<file path="src/rtl/lsu_pkg.sv">
// Shared definitions for the load/store unit: access sizes, FSM encoding and
// the helper that turns a byte offset and size into a lane bit position.
package lsu_pkg;

    localparam logic [1:0] SIZE_BYTE = 2'b00;
    localparam logic [1:0] SIZE_HALF = 2'b01;
    localparam logic [1:0] SIZE_WORD = 2'b10;
    localparam logic [1:0] SIZE_RSVD = 2'b11;

    typedef enum logic [2:0] {
        ST_IDLE,
        ST_FAULT,
        ST_LOAD,
        ST_RMW_RD,
        ST_STORE,
        ST_RESP
    } state_t;

    // Bit position of the addressed lane inside the little-endian word.
    function automatic logic [4:0] lane_shift(input logic [1:0] addr_lo,
                                              input logic [1:0] size);
        case (size)
            SIZE_BYTE: return {addr_lo, 3'b000};
            SIZE_HALF: return {addr_lo[1], 4'b0000};
            default:   return 5'd0;
        endcase
    endfunction

endpackage

</file>
<file path="src/rtl/lsu_byte_lane.sv">
// Combinational lane logic: extracts and extends load data from a word, and
// merges sub-word store data into an existing word.
module lsu_byte_lane
    import lsu_pkg::*;
(
    input  logic [31:0] i_load_word,
    input  logic [31:0] i_old_word,
    input  logic [31:0] i_wdata,
    input  logic [1:0]  i_addr_lo,
    input  logic [1:0]  i_size,
    input  logic        i_unsigned,
    output logic [31:0] o_load_value,
    output logic [31:0] o_merged_word
);

    logic [4:0]  w_shift;
    logic [7:0]  w_byte;
    logic [15:0] w_half;
    logic [31:0] w_mask;

    assign w_shift = lane_shift(i_addr_lo, i_size);
    assign w_byte  = 8'(i_load_word >> w_shift);
    assign w_half  = 16'(i_load_word >> w_shift);

    // NOTE: every output of a combinational block gets a default first, so no path leaves it unassigned and no latch is inferred.
    always_comb begin
        o_load_value = i_load_word;
        w_mask       = 32'hFFFF_FFFF;
        case (i_size)
            SIZE_BYTE: begin
                o_load_value = {{24{w_byte[7] & ~i_unsigned}}, w_byte};
                w_mask       = 32'h0000_00FF << w_shift;
            end
            SIZE_HALF: begin
                o_load_value = {{16{w_half[15] & ~i_unsigned}}, w_half};
                w_mask       = 32'h0000_FFFF << w_shift;
            end
            default: ;
        endcase
    end

    // A word store uses an all-ones mask, so the merge degenerates to i_wdata.
    assign o_merged_word = (i_old_word & ~w_mask) | ((i_wdata << w_shift) & w_mask);

endmodule

</file>
<file path="src/rtl/load_store_unit.sv">
// Load/store unit between the MEM stage and a word-only data memory; sub-word
// stores run as read-modify-write, faults complete without touching memory.
module load_store_unit
    import lsu_pkg::*;
#(
    parameter int unsigned MEM_WORDS   = 256,
    parameter bit          CHECK_RANGE = 1'b1
) (
    input  logic        clk,
    input  logic        reset,
    input  logic        req_valid,
    output logic        req_ready,
    input  logic        req_write,
    input  logic [1:0]  req_size,
    input  logic        req_unsigned,
    input  logic [31:0] req_address,
    input  logic [31:0] req_wdata,
    output logic        resp_valid,
    output logic [31:0] resp_rdata,
    output logic        resp_error,
    output logic        mem_read,
    output logic        mem_write,
    output logic [31:0] mem_address,
    output logic [31:0] mem_write_data,
    input  logic [31:0] mem_read_data
);

    localparam logic [32:0] BYTE_LIMIT = 33'(MEM_WORDS) << 2;

    state_t      r_state, w_next_state;
    logic [31:0] r_addr, r_wdata, r_word, r_resp_rdata;
    logic [1:0]  r_size;
    logic        r_unsigned, r_resp_error;
    logic        w_accept, w_fault, w_bad_align, w_out_of_range;
    logic [31:0] w_load_value, w_merged;

    always_comb begin
        case (req_size)
            SIZE_HALF: w_bad_align = req_address[0];
            SIZE_WORD: w_bad_align = |req_address[1:0];
            SIZE_RSVD: w_bad_align = 1'b1;
            default:   w_bad_align = 1'b0;
        endcase
    end

    assign w_out_of_range = CHECK_RANGE && ({1'b0, req_address} >= BYTE_LIMIT);
    assign w_fault        = w_bad_align || w_out_of_range;
    assign w_accept       = req_valid && req_ready;

    // NOTE: clocked state uses non-blocking assignments so every register samples pre-edge values.
    always_ff @(posedge clk) begin
        if (reset) r_state <= ST_IDLE;
        else       r_state <= w_next_state;
    end

    always_comb begin
        w_next_state = r_state;
        case (r_state)
            ST_IDLE: begin
                if (w_accept) begin
                    if (w_fault)                w_next_state = ST_FAULT;
                    else if (!req_write)        w_next_state = ST_LOAD;
                    else if (req_size == SIZE_WORD) w_next_state = ST_STORE;
                    else                        w_next_state = ST_RMW_RD;
                end
            end
            ST_LOAD:   w_next_state = ST_RESP;
            ST_RMW_RD: w_next_state = ST_STORE;
            ST_STORE:  w_next_state = ST_RESP;
            ST_FAULT:  w_next_state = ST_RESP;
            ST_RESP:   w_next_state = ST_IDLE;
            default:   w_next_state = ST_IDLE;
        endcase
    end

    // Reset gates the memory strobes combinationally so a reset in the
    // write cycle of a read-modify-write cancels that write.
    always_comb begin
        req_ready  = 1'b0;
        mem_read   = 1'b0;
        mem_write  = 1'b0;
        resp_valid = 1'b0;
        if (!reset) begin
            req_ready  = (r_state == ST_IDLE);
            mem_read   = (r_state == ST_LOAD) || (r_state == ST_RMW_RD);
            mem_write  = (r_state == ST_STORE);
            resp_valid = (r_state == ST_RESP);
        end
    end

    // NOTE: the request and RMW datapath registers have no reset; nothing reads them before an accept loads them.
    always_ff @(posedge clk) begin
        if (w_accept) begin
            r_addr     <= req_address;
            r_size     <= req_size;
            r_wdata    <= req_wdata;
            r_unsigned <= req_unsigned;
        end
        if (r_state == ST_RMW_RD) r_word <= mem_read_data;
    end

    always_ff @(posedge clk) begin
        if (reset) begin
            r_resp_rdata <= '0;
            r_resp_error <= 1'b0;
        end else begin
            case (r_state)
                ST_LOAD: begin
                    r_resp_rdata <= w_load_value;
                    r_resp_error <= 1'b0;
                end
                ST_STORE: begin
                    r_resp_rdata <= '0;
                    r_resp_error <= 1'b0;
                end
                ST_FAULT: begin
                    r_resp_rdata <= '0;
                    r_resp_error <= 1'b1;
                end
                default: ;
            endcase
        end
    end

    lsu_byte_lane u_lane (
        .i_load_word   (mem_read_data),
        .i_old_word    (r_word),
        .i_wdata       (r_wdata),
        .i_addr_lo     (r_addr[1:0]),
        .i_size        (r_size),
        .i_unsigned    (r_unsigned),
        .o_load_value  (w_load_value),
        .o_merged_word (w_merged)
    );

    assign mem_address    = {r_addr[31:2], 2'b00};
    assign mem_write_data = w_merged;
    assign resp_rdata     = r_resp_rdata;
    assign resp_error     = r_resp_error;

endmodule

</file>
<file path="config.mk">
export PLATFORM = sky130hd
export DESIGN_NAME = load_store_unit
export DESIGN_NICKNAME = d
export VERILOG_FILES = /design/src/rtl/lsu_pkg.sv /design/src/rtl/lsu_byte_lane.sv /design/src/rtl/load_store_unit.sv
export SDC_FILE = /design/constraint.sdc
export NUM_CORES = 1
export LEC_CHECK = 0
export BUFFER_PORTS_ARGS = -buffer_cell sky130_fd_sc_hd__buf_2
export CELL_PAD_IN_SITES_DETAIL_PLACEMENT = 1
export CELL_PAD_IN_SITES_GLOBAL_PLACEMENT = 1
export CORE_ASPECT_RATIO = 0.9
export CORE_MARGIN = 10
export CORE_UTILIZATION = 40
export CTS_CLUSTER_DIAMETER = 50
export DETAILED_ROUTE_END_ITERATION = 8
export PLACE_DENSITY_LB_ADDON = 0.2
export SLEW_MARGIN = 20
export SYNTH_ARGS = -nofsm -noshare
export SYNTH_HDL_FRONTEND = slang
export SYNTH_HIERARCHICAL = 1
export SYNTH_SLANG_ARGS = --single-unit
</file>
<file path="constraint.sdc">
create_clock -name clk -period 1.9 [get_ports clk]
set_input_delay 0.095 -clock clk [delete_from_list [all_inputs] [get_ports clk]]
set_output_delay 0.095 -clock clk [all_outputs]
set_load 0.05 [all_outputs]
</file>
==> flow_metrics.tcl <==
set metrics [dict create \
    ys_seq_area_share_pct 57.6 \
    synth_top_family_by_area "compound AO/OA/AOI/OAI gates" \
    p_leak_nw 4.17 \
    timing.final.crit_share_pct 123 \
    yosysTopAreaCell "edfxtp_1" \
    grt_pass1_wl_um 38300 \
    synth_most_common_cell "edfxtp_1" \
    fin_total_pwr_w 0.00839 \
    syn_inst 484 \
    synthFlopType "edfxtp_1" \
    rsz0062_at_grt "true" \
    grtUsageTotal_pct 23.1 \
    hpwl_um 15700 \
    fill_cells 1511 \
    worst_clock_skew_ps 9.12 \
    hold_viol 0 \
    tightest_slew_ps 583 \
    postSynth.asyncResetShare_pct 0 \
    die_y_um 140 \
    crit_type "reg2out" \
    io_pins 204 \
    synth_area_leaders "edfxtp_1 46%, dfxtp_1 11%, a22oi_2 5.9%" \
    drv_cap 0 \
    totalWireLength_um 28000 \
    coreArea_um2 15500 \
    antenna_found_initial 2 \
    drive_above_1_share_pct 57.4 \
    final.setup.tns_ps -13430 \
    vdd.ir_drop.worst_uv 671 \
    synth-seq-cells 135 \
    ys_top_cells_by_count "99 x edfxtp_1, 63 x nand2_1, 36 x dfxtp_1" \
    status "finished with violations" \
    final_cells 1030 \
    finalCriticalPeriod_ps 2340 \
    cts_buffer_depth 2 \
    insertion_delay_ps 430 \
    nets 916 \
    multiInputGateArea_um2 2770 \
    synthDistinctLibCells 58 \
    row_count 43 \
    cts_tree "done" \
    wire_per_inst_um 27.2 \
    io_buffers 201 \
    synth_fa_ha_area_share_pct 0 \
    placed_area_um2 7710 \
    dr.pass1.iters 5 \
    synthSimpleGateAreaFrac_pct 11.9 \
    slew_headroom_pct 61.1 \
    viasPerCell 5.56 \
    globalRouteOverflowTotal 0 \
    syn_area_um2 6410 \
    htreeDepth 4 \
    grt_max_degree 36 \
    cp.arrival_ps 2240 \
    synth.area.mux_share_pct 9.11 \
    fmax_ghz 0.428 \
    clk_pin_slew_ps 60 \
    cp_top_family "multiplexers" \
    holdCritPathClass "in2reg" \
    cts_inserted_buffers 17 \
    cp-start-kind "flip-flop" \
    synth-xor-area-share_pct 0.137 \
    end_kind "primary output" \
    drt-initial-drc-count 474 \
    drc 0 \
    die_area_um2 21500 \
    max_stage_delay_ps 500 \
    drtAntennaViolNets 0 \
    grt_pass1_vias 6138 \
    register_area_um2 3690 \
    ys_warn_count 6 \
    design_area_um2 10400 \
    cp_max_fo 7 \
    path_cells "nand2b_4 > nor2_4 > buf_12 > mux4_2 > mux2_4 > buf_6" \
    finalMaxSlewViolations 0 \
    vias 5722 \
    place_congestion 0.878 \
    synth_edf_count 99 \
    dp_cells 862 \
    start_util_pct 41.2 \
    required_ps 1800 \
    final-setup-viol-count 61 \
    yosysTopAreaCellShare_pct 46.4 \
    cpMaxStageDelayCell "mux4_2" \
    synth_area_per_cell_um2 13.2 \
    timing.final.ws_setup_ps -439 \
    areaGrowthSynthToFinish_pct 61.4 \
    cts-root-buf "clkbuf_16" \
    violations "setup timing" \
    p_per_area_nw_per_um2 810 \
    die_w_um 153 \
    critPathBufInv 2 \
    clock-sinks 135 \
    synth_compound_area_share_pct 13.9 \
]
[worst register-to-register path, delay by kind of cell (launching register included)]
kind	cells	cell delay, ps
AOI/OAI and AO/OA	4	780
buffers and inverters	6	700
DFF	1	420
and+or+nand+nor	2	290
[path summary, 6_finish.rpt]
check	startpoint	endpoint	slack (ps)	depth (start not counted)
worst min-delay path	req_valid	r_state[0]	80	4
worst max-delay path	r_size[0]	mem_write_data[24]	-440	6
worst max register to register	r_size[0]	resp_rdata[4]	-330	12
worst min register to register	resp_error	resp_error	480	2
[cells by family (layout without fill, tap and decap cells)]
family / Yosys count / in the layout
xor gates and xnor gates: 1 / 1
DFF: 135 / 135
and+or+nand+nor: 134 / 134
buffers and inverters: 65 / 406
muxes: 46 / 46
AOI/OAI and AO/OA: 102 / 102
other: 1 / 4
[flip-flops by register name (all words and copies together), names as in the netlist]
register and count:
r_addr 32, r_wdata 32, r_word 32, resp_rdata 32, r_state 3, r_size 2, r_unsigned 1, resp_error 1
[metrics by stage]
step           hold slack (ps)  util [%]  setup WS, ps
2_1_floorplan              194         -          -309
3_5_place_dp               274      49.6          -168
6_report                  81.5      66.6          -439
5_1_grt                   72.2      66.6          -501
3_3_place_gp               271      49.6         -79.4
4_1_cts                   73.7      64.1          -437
[cell usage in the layout (no fill, tap or decap), types with 4 or more instances in the layout]
| cell | instances |
|---|---|
| clkinv_2 | 4 |
| o21ai_4 | 5 |
| nand2_1 | 46 |
| nand2_2 | 7 |
| buf_12 | 10 |
| a31oi_1 | 4 |
| nand2_4 | 11 |
| nor2_1 | 6 |
| buf_2 | 168 |
| a21oi_4 | 4 |
| a22oi_2 | 31 |
| mux4_2 | 8 |
| dlygate4sd3_1 | 101 |
| o21ai_2 | 20 |
| edfxtp_1 | 99 |
| a22oi_1 | 8 |
| nor2_2 | 30 |
| nor4_2 | 4 |
| clkbuf_16 | 17 |
| mux2_4 | 13 |
| dfxtp_1 | 36 |
| a22o_1 | 7 |
| mux2_2 | 6 |
| buf_6 | 44 |
| buf_4 | 38 |
| buf_8 | 11 |
| mux2i_2 | 8 |
| mux2i_1 | 4 |
| mux2i_4 | 7 |
| bufinv_16 | 5 |
[routing by layer]
metal	share of wire [%]	vias to the layer above	track usage, %
li1	-	2460	-
met1	38	2852	26.7
met2	51	322	39.8
met3	7.1	88	6.83
met4	3.9	0	8.59
met5	0	-	0
[what timing repair did]
action                     4_1_cts  5_1_grt
pin swaps                       17       30
resized for setup              136       68
setup endpoints to repair       47       64
buffers inserted                18       19
gates cloned                     2        1
hold buffers                   101        0
hold endpoints to repair       101        0
[cell type report]
| type | count | share of cell area [%] |
|---|---|---|
| multi-input combinational | 285 | 26.8 |
| tap | 202 | 2.44 |
| clock inverter | 12 | 1.75 |
| antenna | 2 | 0.0483 |
| timing repair buffer | 373 | 29.0 |
| clock buffer | 20 | 4.22 |
| sequential | 135 | 35.7 |
| inverter | 1 | 0.0604 |
[report_power, final]
part	switching, W	total [W]	internal (W)	leakage (nW)
logic	0.000877	0.00152	0.000639	2.67
clock network	0.00128	0.00358	0.00230	0.304
registers	0.0000484	0.00329	0.00324	1.19
total	0.00220	0.00839	0.00619	4.17
Note: power is estimated with default switching activity, not from simulation.
